==> src/rtl/clock_step_ctrl.sv <==
// Clock-enable generator: divided ce pulse with run/halt, single-step handshake and stretched core reset.
// Outputs registered; ce_o follows the divider tick by one CLK.
module clock_step_ctrl #(
  parameter int DIV_W    = 20,
  parameter int RST_HOLD = 16,
  parameter int CNT_W    = 32
) (
  input  logic             CLK,
  input  logic             RESET,
  input  logic [DIV_W-1:0] div_i,
  input  logic             run_i,
  input  logic             step_req_i,
  output logic             step_ack_o,
  output logic             ce_o,
  output logic             core_rst_n_o,
  output logic [CNT_W-1:0] tick_cnt_o,
  output logic [1:0]       state_o
);

  localparam int HOLD_W = $clog2(RST_HOLD + 1);

  typedef enum logic [1:0] {
    S_HOLD = 2'd0,
    S_HALT = 2'd1,
    S_RUN  = 2'd2,
    S_STEP = 2'd3
  } state_t;

  state_t             r_state;
  logic [DIV_W-1:0]   r_cnt;
  logic [HOLD_W-1:0]  r_hold;
  logic               r_ce;
  logic               r_rst_n;
  logic               r_ack;
  logic [CNT_W-1:0]   r_tick_cnt;
  logic               w_tick;

  // >= rather than == so a div_i lowered below the running count ticks at once instead of wrapping
  assign w_tick = (r_cnt >= div_i);

  always_ff @(posedge CLK) begin
    if (!RESET) begin
      r_state    <= S_HOLD;
      r_cnt      <= '0;
      r_hold     <= '0;
      r_ce       <= 1'b0;
      r_rst_n    <= 1'b0;
      r_ack      <= 1'b0;
      r_tick_cnt <= '0;
    end else begin
      if (r_ce)
        r_tick_cnt <= r_tick_cnt + CNT_W'(1);

      if (r_state == S_HOLD || w_tick)
        r_cnt <= '0;
      else
        r_cnt <= r_cnt + DIV_W'(1);

      case (r_state)
        S_HOLD: begin
          r_ce <= 1'b0;
          if (r_hold == HOLD_W'(RST_HOLD)) begin
            r_rst_n <= 1'b1;
            r_state <= run_i ? S_RUN : S_HALT;
          end else begin
            r_hold <= r_hold + HOLD_W'(1);
          end
        end
        S_RUN: begin
          if (!step_req_i)
            r_ack <= 1'b0;
          // a halt request suppresses a coincident tick
          if (!run_i) begin
            r_state <= S_HALT;
            r_ce    <= 1'b0;
          end else begin
            r_ce <= w_tick;
          end
        end
        S_HALT: begin
          r_ce <= 1'b0;
          if (!step_req_i)
            r_ack <= 1'b0;
          if (run_i)
            r_state <= S_RUN;
          else if (step_req_i && !r_ack)
            r_state <= S_STEP;
        end
        S_STEP: begin
          if (w_tick) begin
            r_ce    <= 1'b1;
            r_ack   <= 1'b1;
            r_state <= S_HALT;
          end else begin
            r_ce <= 1'b0;
          end
        end
        default: r_state <= S_HOLD;
      endcase
    end
  end

  assign ce_o         = r_ce;
  assign step_ack_o   = r_ack;
  assign core_rst_n_o = r_rst_n;
  assign tick_cnt_o   = r_tick_cnt;
  assign state_o      = r_state;

endmodule
==> config.mk <==
export PLATFORM = sky130hd
export DESIGN_NAME = clock_step_ctrl
export DESIGN_NICKNAME = d
export VERILOG_FILES = /design/src/rtl/clock_step_ctrl.sv
export SDC_FILE = /design/constraint.sdc
export NUM_CORES = 1
export LEC_CHECK = 0
export CORE_ASPECT_RATIO = 0.75
export CORE_UTILIZATION = 45
export CTS_CLUSTER_SIZE = 28
export DETAILED_ROUTE_END_ITERATION = 8
export PLACE_DENSITY = 0.78
export SLEW_MARGIN = 40
export SYNTH_ARGS = -nofsm -noshare
export SYNTH_HDL_FRONTEND = slang
export SYNTH_SLANG_ARGS = --single-unit
==> constraint.sdc <==
create_clock -name CLK -period 5.8 [get_ports CLK]
set_input_delay 1.16 -clock CLK [delete_from_list [all_inputs] [get_ports CLK]]
set_output_delay 1.16 -clock CLK [all_outputs]
set_load 0.05 [all_outputs]
==> results of run 1 <==
## worst max-delay path, stage by stage
cell	delay, ps
clkdlybuf4s50_1	450
inv_1	40
ha_1	300
nand4_2	170
nor4_1	440
nand2_1	120
nand4_1	160
or4_1	630
nor2_1	110
## worst paths after layout
kind / start / endpoint
max: div_i[17] / r_cnt[11]
min: core_rst_n_o / core_rst_n_o
max reg2reg: r_cnt[0] / r_cnt[9]
min reg2reg: core_rst_n_o / core_rst_n_o
## cell type report
cell class,instances,area (um^2)
Fill cell,605,2750
Multi-Input combinational cell,287,1930
Sequential cell,62,1240
Timing Repair Buffer,61,608
Clock buffer,10,138
Inverter,33,124
Tap cell,98,123
Clock inverter,6,85.1
## per-stage QoR
| stage | utilization [%] | setup slack (ps) | power, mW |
|---|---|---|---|
| floorplan | - | 3040 | 0.525 |
| global placement | 57.5 | 2180 | 0.558 |
| detailed placement | 57.5 | 2070 | 0.565 |
| CTS | 60.7 | 2420 | 0.986 |
| global route | 60.7 | 2170 | 1.02 |
| finish | 60.7 | 2390 | 0.975 |
## flip-flops by register name (all words and copies together), names as in the netlist
signal / count
ce_o: 1
core_rst_n_o: 1
r_cnt: 20
r_hold: 5
state_o: 2
step_ack_o: 1
tick_cnt_o: 32
## routing by layer
layer | vias up | GRT usage (%) | wire length (um)
met4 | 0 | 8.55 | 54
li1 | 1439 | - | -
met1 | 1325 | 26.3 | 3470
met5 | - | 0 | 0
met3 | 6 | 3.85 | 275
met2 | 59 | 31.4 | 3360
## synthesized netlist by cell type, types with 2 or more instances
| cell | n | area share, % |
|---|---|---|
| and4_1 | 5 | 1.3 |
| buf_2 | 3 | 0.45 |
| nor3_1 | 5 | 0.75 |
| inv_1 | 32 | 3.6 |
| nor3_2 | 2 | 0.60 |
| a21oi_1 | 14 | 2.1 |
| clkbuf_1 | 5 | 0.56 |
| mux2i_1 | 2 | 0.60 |
| nand4_1 | 14 | 2.6 |
| nor2_1 | 61 | 6.9 |
| a31oi_1 | 2 | 0.38 |
| xnor2_1 | 23 | 6.1 |
| ha_1 | 28 | 11 |
| o31ai_1 | 2 | 0.45 |
| and2_1 | 11 | 2.1 |
| xor2_1 | 28 | 7.4 |
| nand3_1 | 21 | 3.2 |
| o21ai_0 | 9 | 1.4 |
| nand4_4 | 2 | 1.3 |
| and3_1 | 6 | 1.1 |
| nand2_1 | 32 | 3.6 |
| dfxtp_1 | 62 | 37 |
| nor4_4 | 2 | 1.3 |
## cells by family (layout without fill, tap and decap cells)
family,count (synthesis),after routing,synth area share (%)
simple gates,173,173,27.7
flops,62,62,37.3
xor+xnor,51,51,13.4
buf+inv,41,110,4.74
compound gates,33,33,5.68
fa+ha+maj,28,28,10.5
mux,2,2,0.602
## power breakdown
group	leakage, nW	internal, mW	switching (mW)
logic	1.06	0.0467	0.0622
registers	0.500	0.436	0.0121
clock network	0.108	0.252	0.166
==> impl_metrics.ini, run 1 <==
[clock_tree]
cts_num_sinks = 62
post_cts.repair.setup_buffers = 0
cts_hold_repair.buffers = 0
cts-buffers-inserted = 9
clk_pin_slew_worst_paths_ps = 70
clock_insertion_delay_worst_skew_ps = 330
cts-root-buf = clkbuf_8
h_tree_depth = 3
cts_tree = yes
cts_buffer_depth = 2
cts_resized = 0

[synthesis]
syn_area_mm2 = 0.00333
synth_register_bits = 62
synthesis.area_per_instance_um2 = 8.53
synth-async-reset-ratio_pct = 0
postSynth.topFlopCell = dfxtp_1
fraction_of_the_yosys_area_taken_by_sequential_cells_pct = 37.3
netlist-cell-type-count = 42
synthCells = 390
synth_edf_count = 0
mappedNetlistNets = 442
yosysWarningCount = 0

[min_path]
worst_hold_path_type = flop to flop
hold_depth = 2

[floorplanning]
start_util_pct = 47.6
floorplan.die.height_um = 76.5
rows = 26
core-area_mm2 = 0.00699
die-area_mm2 = 0.00775
horizontal_die_dimension_um = 101
design.portCount = 61

[cells_and_area]
commonest_non_fill_non_tap_cell_in_the_layout = dfxtp_1
mostFrequentLayoutCells = 62 x dfxtp_1, 61 x nor2_1, 60 x clkdlybuf4s50_1, 32 x inv_1, 32 x nand2_1
final_nets = 506
area_growth_syn_to_layout_pct = 27.6
antenna_cells = 0
final-instance-count-excl-fill = 557
layout-drive-gt1-share_pct = 6.75
final_area_mm2 = 0.00425

[routing]
dr.pass1.iters = 5
routed_wl_mm = 7.16
vias_per_cell = 5.08
wire_length_per_cell_after_detailed_routing_um = 12.9
routed_via_count = 2829
count_of_unresolved_drc_violations_after_routing = 0
drtIter0Drc = 162
ant_nets = 0

[placed_design]
finalWeightedCongestion = 0.846
dp_hpwl_mm = 5.41
numPlacedInstances = 541
placement.cell_area_mm2 = 0.00403
placement.io_buffers = 60

[sta]
final-setup-viol-count = 0
post-route-period-util_pct = 58.8
hold_slack_ps = 487
finalSetupTns_ps = 0
fmaxAchievable_ghz = 0.293
worst_margin_slew_ps = 753
min_period_ps = 3410
fin_skew_ps = 10.9
timing.final.hold_violations = 0
rsz0062_at_grt = false
worst_slew_margin_rel_pct = 49.8
maxSlewViolCount = 0

[setup_path]
worst-path-max-fanout = 20
worst_r2r_path_depth = 8
required_ps = 5990
setup.worst_path.end_class = flop
ff2ff_setup_slack_ps = 3290
worst_setup_path_start_kind = primary input
arrival_worst_endpoint_ps = 3600
timing.setup.critical_path_class = primary input to flop

[pwr]
cellLeakagePower_nw = 1.67
powerDensity_mw_per_mm2 = 229
vdd_ir_drop_max_v = 0.000112

[global_route]
grt_pass1_wl_mm = 12.1
first_global_vias = 2685
grt_start_max_net_pins = 34
grt_overflow = 0
antenna_found_initial = 0
global_route.usage.total_pct = 19.9

[flow_run]
max_cap_violations = 0

[run_status]
run_status = finished, final reports clean
Power figures use the tool's default switching activity.
==> inputs of run 2 (changes only) <==
==> constraint.sdc (replaced) <==
create_clock -name CLK -period 3.54 [get_ports CLK]
set_input_delay 0.708 -clock CLK [delete_from_list [all_inputs] [get_ports CLK]]
set_output_delay 0.708 -clock CLK [all_outputs]
set_load 0.05 [all_outputs]
==> impl_metrics.ini, run 2 (synthesis gave the netlist of run 1 again) <==
[clock_tree]
cts-buffers-inserted = 9
h_tree_depth = 3
cts_hold_repair.buffers = 0
cts_buffer_depth = 2
cts_tree = yes
clock_insertion_delay_worst_skew_ps = 340
cts-root-buf = clkbuf_8
cts_num_sinks = 62
post_cts.repair.setup_buffers = 0
clk_pin_slew_worst_paths_ps = 60
cts_resized = 0

[sta]
min_period_ps = 2910
fin_skew_ps = 9.11
post-route-period-util_pct = 82.3
finalSetupTns_ps = 0
maxSlewViolCount = 0
rsz0062_at_grt = false
fmaxAchievable_ghz = 0.343
worst_slew_margin_rel_pct = 52.8
timing.final.hold_violations = 0
final-setup-viol-count = 0
worst_margin_slew_ps = 702

[pwr]
cellLeakagePower_nw = 1.67
vdd_ir_drop_max_v = 0.000209
powerDensity_mw_per_mm2 = 375

[floorplanning]
rows = 26
core-area_mm2 = 0.00699
start_util_pct = 47.6
design.portCount = 61
horizontal_die_dimension_um = 101
floorplan.die.height_um = 76.5
die-area_mm2 = 0.00775

[setup_path]
worst_r2r_path_depth = 7
timing.setup.critical_path_class = primary input to flop
worst_setup_path_endpoint = r_cnt[9]
ff2ff_setup_slack_ps = 1090
r2r_end = r_cnt[9]
critical_path.reg2reg.startpoint = r_cnt[17]
worst_setup_path_start_kind = primary input
arrival_worst_endpoint_ps = 3180
setup.worst_path.end_class = flop
worst_setup_path_startpoint = div_i[17]
required_ps = 3800
worst-path-max-fanout = 20

[global_route]
grt_pass1_wl_mm = 12.3
antenna_found_initial = 0
first_global_vias = 2687
grt_start_max_net_pins = 34
global_route.usage.total_pct = 20.0
grt_overflow = 0

[cells_and_area]
final_util_pct = 60.6
layout-drive-gt1-share_pct = 6.32
mostFrequentLayoutCells = 62 x dfxtp_1, 61 x nor2_1, 60 x clkdlybuf4s50_1, 32 x inv_1, 32 x nand2_1
area_growth_syn_to_layout_pct = 27.4
largest_register_ff_count = 32
commonest_non_fill_non_tap_cell_in_the_layout = dfxtp_1
antenna_cells = 0
final_nets = 506

[routing]
dr.pass1.iters = 4
routed_wl_mm = 7.06
count_of_unresolved_drc_violations_after_routing = 0
vias_per_cell = 5.12
routed_via_count = 2854
wire_length_per_cell_after_detailed_routing_um = 12.7
drtIter0Drc = 126
ant_nets = 0

[min_path]
worst_hold_path_type = flop to flop

[placed_design]
placement.io_buffers = 60
dp_hpwl_mm = 5.29
finalWeightedCongestion = 0.919

[run_status]
run_status = finished, final reports clean

[flow_run]
max_cap_violations = 0
## run 2: cell count changes in the layout (fill, tap and decap cells not counted)
cell	previous run	this run
clkinvlp_4	2	0
clkbuf_1	0	2
## run 2: final cells by class
class                   count  area (um^2)
multi-input cells         287         1930
well taps                  98          123
flip-flops and latches     62         1240
clock inverters             4         70.1
inverters                  33          124
repair buffers             61          608
clock buffers              12          145
fillers                   612         2750
## run 2: how the worst min path moves through the flow
| stage | startpoint | end | slack (ps) | cells past startpoint |
|---|---|---|---|---|
| 5_1_grt | r_cnt[0] | r_cnt[0] | 530 | 1 |
| 4_1_cts | core_rst_n_o | core_rst_n_o | 490 | 2 |
| 3_5_place_dp | core_rst_n_o | core_rst_n_o | 470 | 2 |
| 6_report | r_cnt[0] | r_cnt[0] | 490 | 1 |
| 2_1_floorplan | r_cnt[0] | r_cnt[0] | 440 | 1 |
| 3_3_place_gp | core_rst_n_o | core_rst_n_o | 460 | 2 |
## run 2: per-layer routing
metal  global-route usage (%)  up-vias  part of all wire [%]
met2                     31.9       77                    45
met5                        0        -                     0
met4                     6.38        0                   1.4
met1                     26.0     1334                    48
met3                     5.41       12                   4.9
li1                         -     1431                     -
## run 2: per-stage QoR
step | cell area [um^2] | worst slack [ps] | std cells | hold slack [ps] | power, mW
2_1_floorplan | 3330 | 1230 | 390 | 437 | 0.861
3_3_place_gp | 4030 | 368 | 541 | 464 | 0.917
3_5_place_dp | 4030 | 314 | 541 | 468 | 0.923
4_1_cts | 4240 | 655 | 557 | 488 | 1.60
5_1_grt | 4240 | 427 | 557 | 533 | 1.66
6_report | 4240 | 626 | 557 | 487 | 1.59
## run 2: worst max-delay path, stage by stage
cell             delay, ps
clkdlybuf4s50_1        450
inv_1                   40
ha_1                   310
a21oi_1                170
nor2b_1                 70
o21ai_1                190
nand4_1                190
or4_1                  850
a21oi_2                210
## run 2: report_power, final
part           switching, mW  total (mW)  leakage [nW]  internal (mW)
Combinational          0.102       0.178          1.06         0.0767
Sequential            0.0196       0.734         0.500          0.714
Clock                  0.265       0.678         0.110          0.414
==> inputs of run 3 (changes only) <==
--- a/config.mk
+++ b/config.mk
@@ -9,7 +9,7 @@
 export CORE_UTILIZATION = 45
 export CTS_CLUSTER_SIZE = 28
 export DETAILED_ROUTE_END_ITERATION = 8
-export PLACE_DENSITY = 0.78
+export PLACE_DENSITY = 0.81
 export SLEW_MARGIN = 40
 export SYNTH_ARGS = -nofsm -noshare
 export SYNTH_HDL_FRONTEND = slang
==> constraint.sdc (replaced) <==
create_clock -name CLK -period 2.67 [get_ports CLK]
set_input_delay 0.534 -clock CLK [delete_from_list [all_inputs] [get_ports CLK]]
set_output_delay 0.534 -clock CLK [all_outputs]
set_load 0.05 [all_outputs]
==> impl_metrics.ini, run 3 (synthesis gave the netlist of run 1 again) <==
[clock_tree]
h_tree_depth = 3
cts-buffers-inserted = 9
post_cts.repair.setup_buffers = 0
cts-root-buf = clkbuf_8
clk_pin_slew_worst_paths_ps = 70
cts_resized = 0
cts_num_sinks = 62
cts_tree = yes
clock_insertion_delay_worst_skew_ps = 350
cts_buffer_depth = 2
cts_hold_repair.buffers = 0

[pwr]
total_power_mw = 2.14
vdd_ir_drop_max_v = 0.000315
cellLeakagePower_nw = 1.69
powerDensity_mw_per_mm2 = 498

[placed_design]
numPlacedInstances = 546
finalWeightedCongestion = 0.778
placement.setup.worst_slack_ps = -107
dp_hpwl_mm = 5.61
placement.io_buffers = 60

[floorplanning]
floorplan.die.height_um = 76.5
start_util_pct = 47.6
die-area_mm2 = 0.00775
rows = 26
horizontal_die_dimension_um = 101
core-area_mm2 = 0.00699
design.portCount = 61

[min_path]
hold_depth = 2
whs_endpoint = core_rst_n_o
holdCritStartpoint = core_rst_n_o
worst_hold_path_type = flop to flop

[cells_and_area]
antenna_cells = 0
multiInputGateArea_mm2 = 0.00193
final-instance-count-excl-fill = 562
commonest_non_fill_non_tap_cell_in_the_layout = dfxtp_1
largest_register_ff_count = 32
mostFrequentLayoutCells = 62 x dfxtp_1, 61 x nor2_1, 60 x clkdlybuf4s50_1, 32 x inv_1, 32 x nand2_1
final.fill_count = 602
final-seq-area_mm2 = 0.00124
final_nets = 511
area_growth_syn_to_layout_pct = 28.8
layout-drive-gt1-share_pct = 7.76

[setup_path]
worst_r2r_path_depth = 9
r2r_end = r_cnt[16]
critical_path.reg2reg.startpoint = r_cnt[0]
worst_setup_path_start_kind = primary input
arrival_worst_endpoint_ps = 2750
ff2ff_setup_slack_ps = 510
worst-path-max-fanout = 20
required_ps = 2960
setup.worst_path.end_class = flop
timing.setup.critical_path_class = primary input to flop

[routing]
dr.pass1.iters = 4
vias_per_cell = 5.09
count_of_unresolved_drc_violations_after_routing = 0
ant_nets = 0
drtIter0Drc = 88
routed_via_count = 2862
wire_length_per_cell_after_detailed_routing_um = 13.4
routed_wl_mm = 7.51

[sta]
min_period_ps = 2470
post-route-period-util_pct = 92.3
finalSetupTns_ps = 0
maxSlewViolCount = 0
fin_skew_ps = 8.62
timing.final.hold_violations = 0
fmaxAchievable_ghz = 0.406
hold_slack_ps = 466
final-setup-viol-count = 0
fin_ws_ps = 204
rsz0062_at_grt = false
worst_slew_margin_rel_pct = 61.1
worst_margin_slew_ps = 578

[run_status]
run_status = finished, final reports clean

[global_route]
first_global_vias = 2709
global_route.usage.total_pct = 21.1
antenna_found_initial = 0
grt_overflow = 0
grt_pass1_wl_mm = 12.6
grt_start_max_net_pins = 34

[flow_run]
max_cap_violations = 0
-- run 3: final cells by class --
type | count | area share [%]
inverters | 33 | 2.89
clock inverters | 6 | 1.99
clock buffers | 10 | 3.21
well taps | 98 | 2.86
flip-flops and latches | 62 | 29.0
repair buffers | 66 | 15.1
multi-input cells | 287 | 45.0
-- run 3: routing by layer --
layer	track usage, %	part of all wire, %
met4	5.22	1.4
met5	0	0
met1	26.1	46
met3	6.42	4.7
met2	35.4	48
-- run 3: worst max path at each step --
stage,startpoint,endpoint,slack [ps]
2_1_floorplan,div_i[17],r_cnt[9],540
4_1_cts,div_i[17],r_cnt[16],250
3_5_place_dp,div_i[17],state_o[0],-110
3_3_place_gp,div_i[17],state_o[0],-30
6_report,div_i[17],r_cnt[16],200
5_1_grt,div_i[17],step_ack_o,80
-- run 3: stage by stage --
stage                     util (%)  cell area (um^2)
after CTS                     61.3              4290
final                         61.3              4290
after global routing          61.3              4290
after floorplan                  -              3330
after detailed placement      58.1              4060
after global placement        58.1              4060
-- run 3: critical path, cell delays in order --
cell	delay, ps
clkdlybuf4s50_1	460
inv_1	40
ha_1	320
a21oi_1	160
nor2b_1	60
o21ai_1	200
nand4_1	150
or4_1	480
buf_4	220
nor2_1	130
-- run 3: power by group --
group          internal [mW]  switching, mW  total [mW]
Clock                  0.547          0.378       0.925
Combinational          0.105          0.134       0.238
Sequential             0.946         0.0259       0.972
Total                   1.60          0.537        2.14
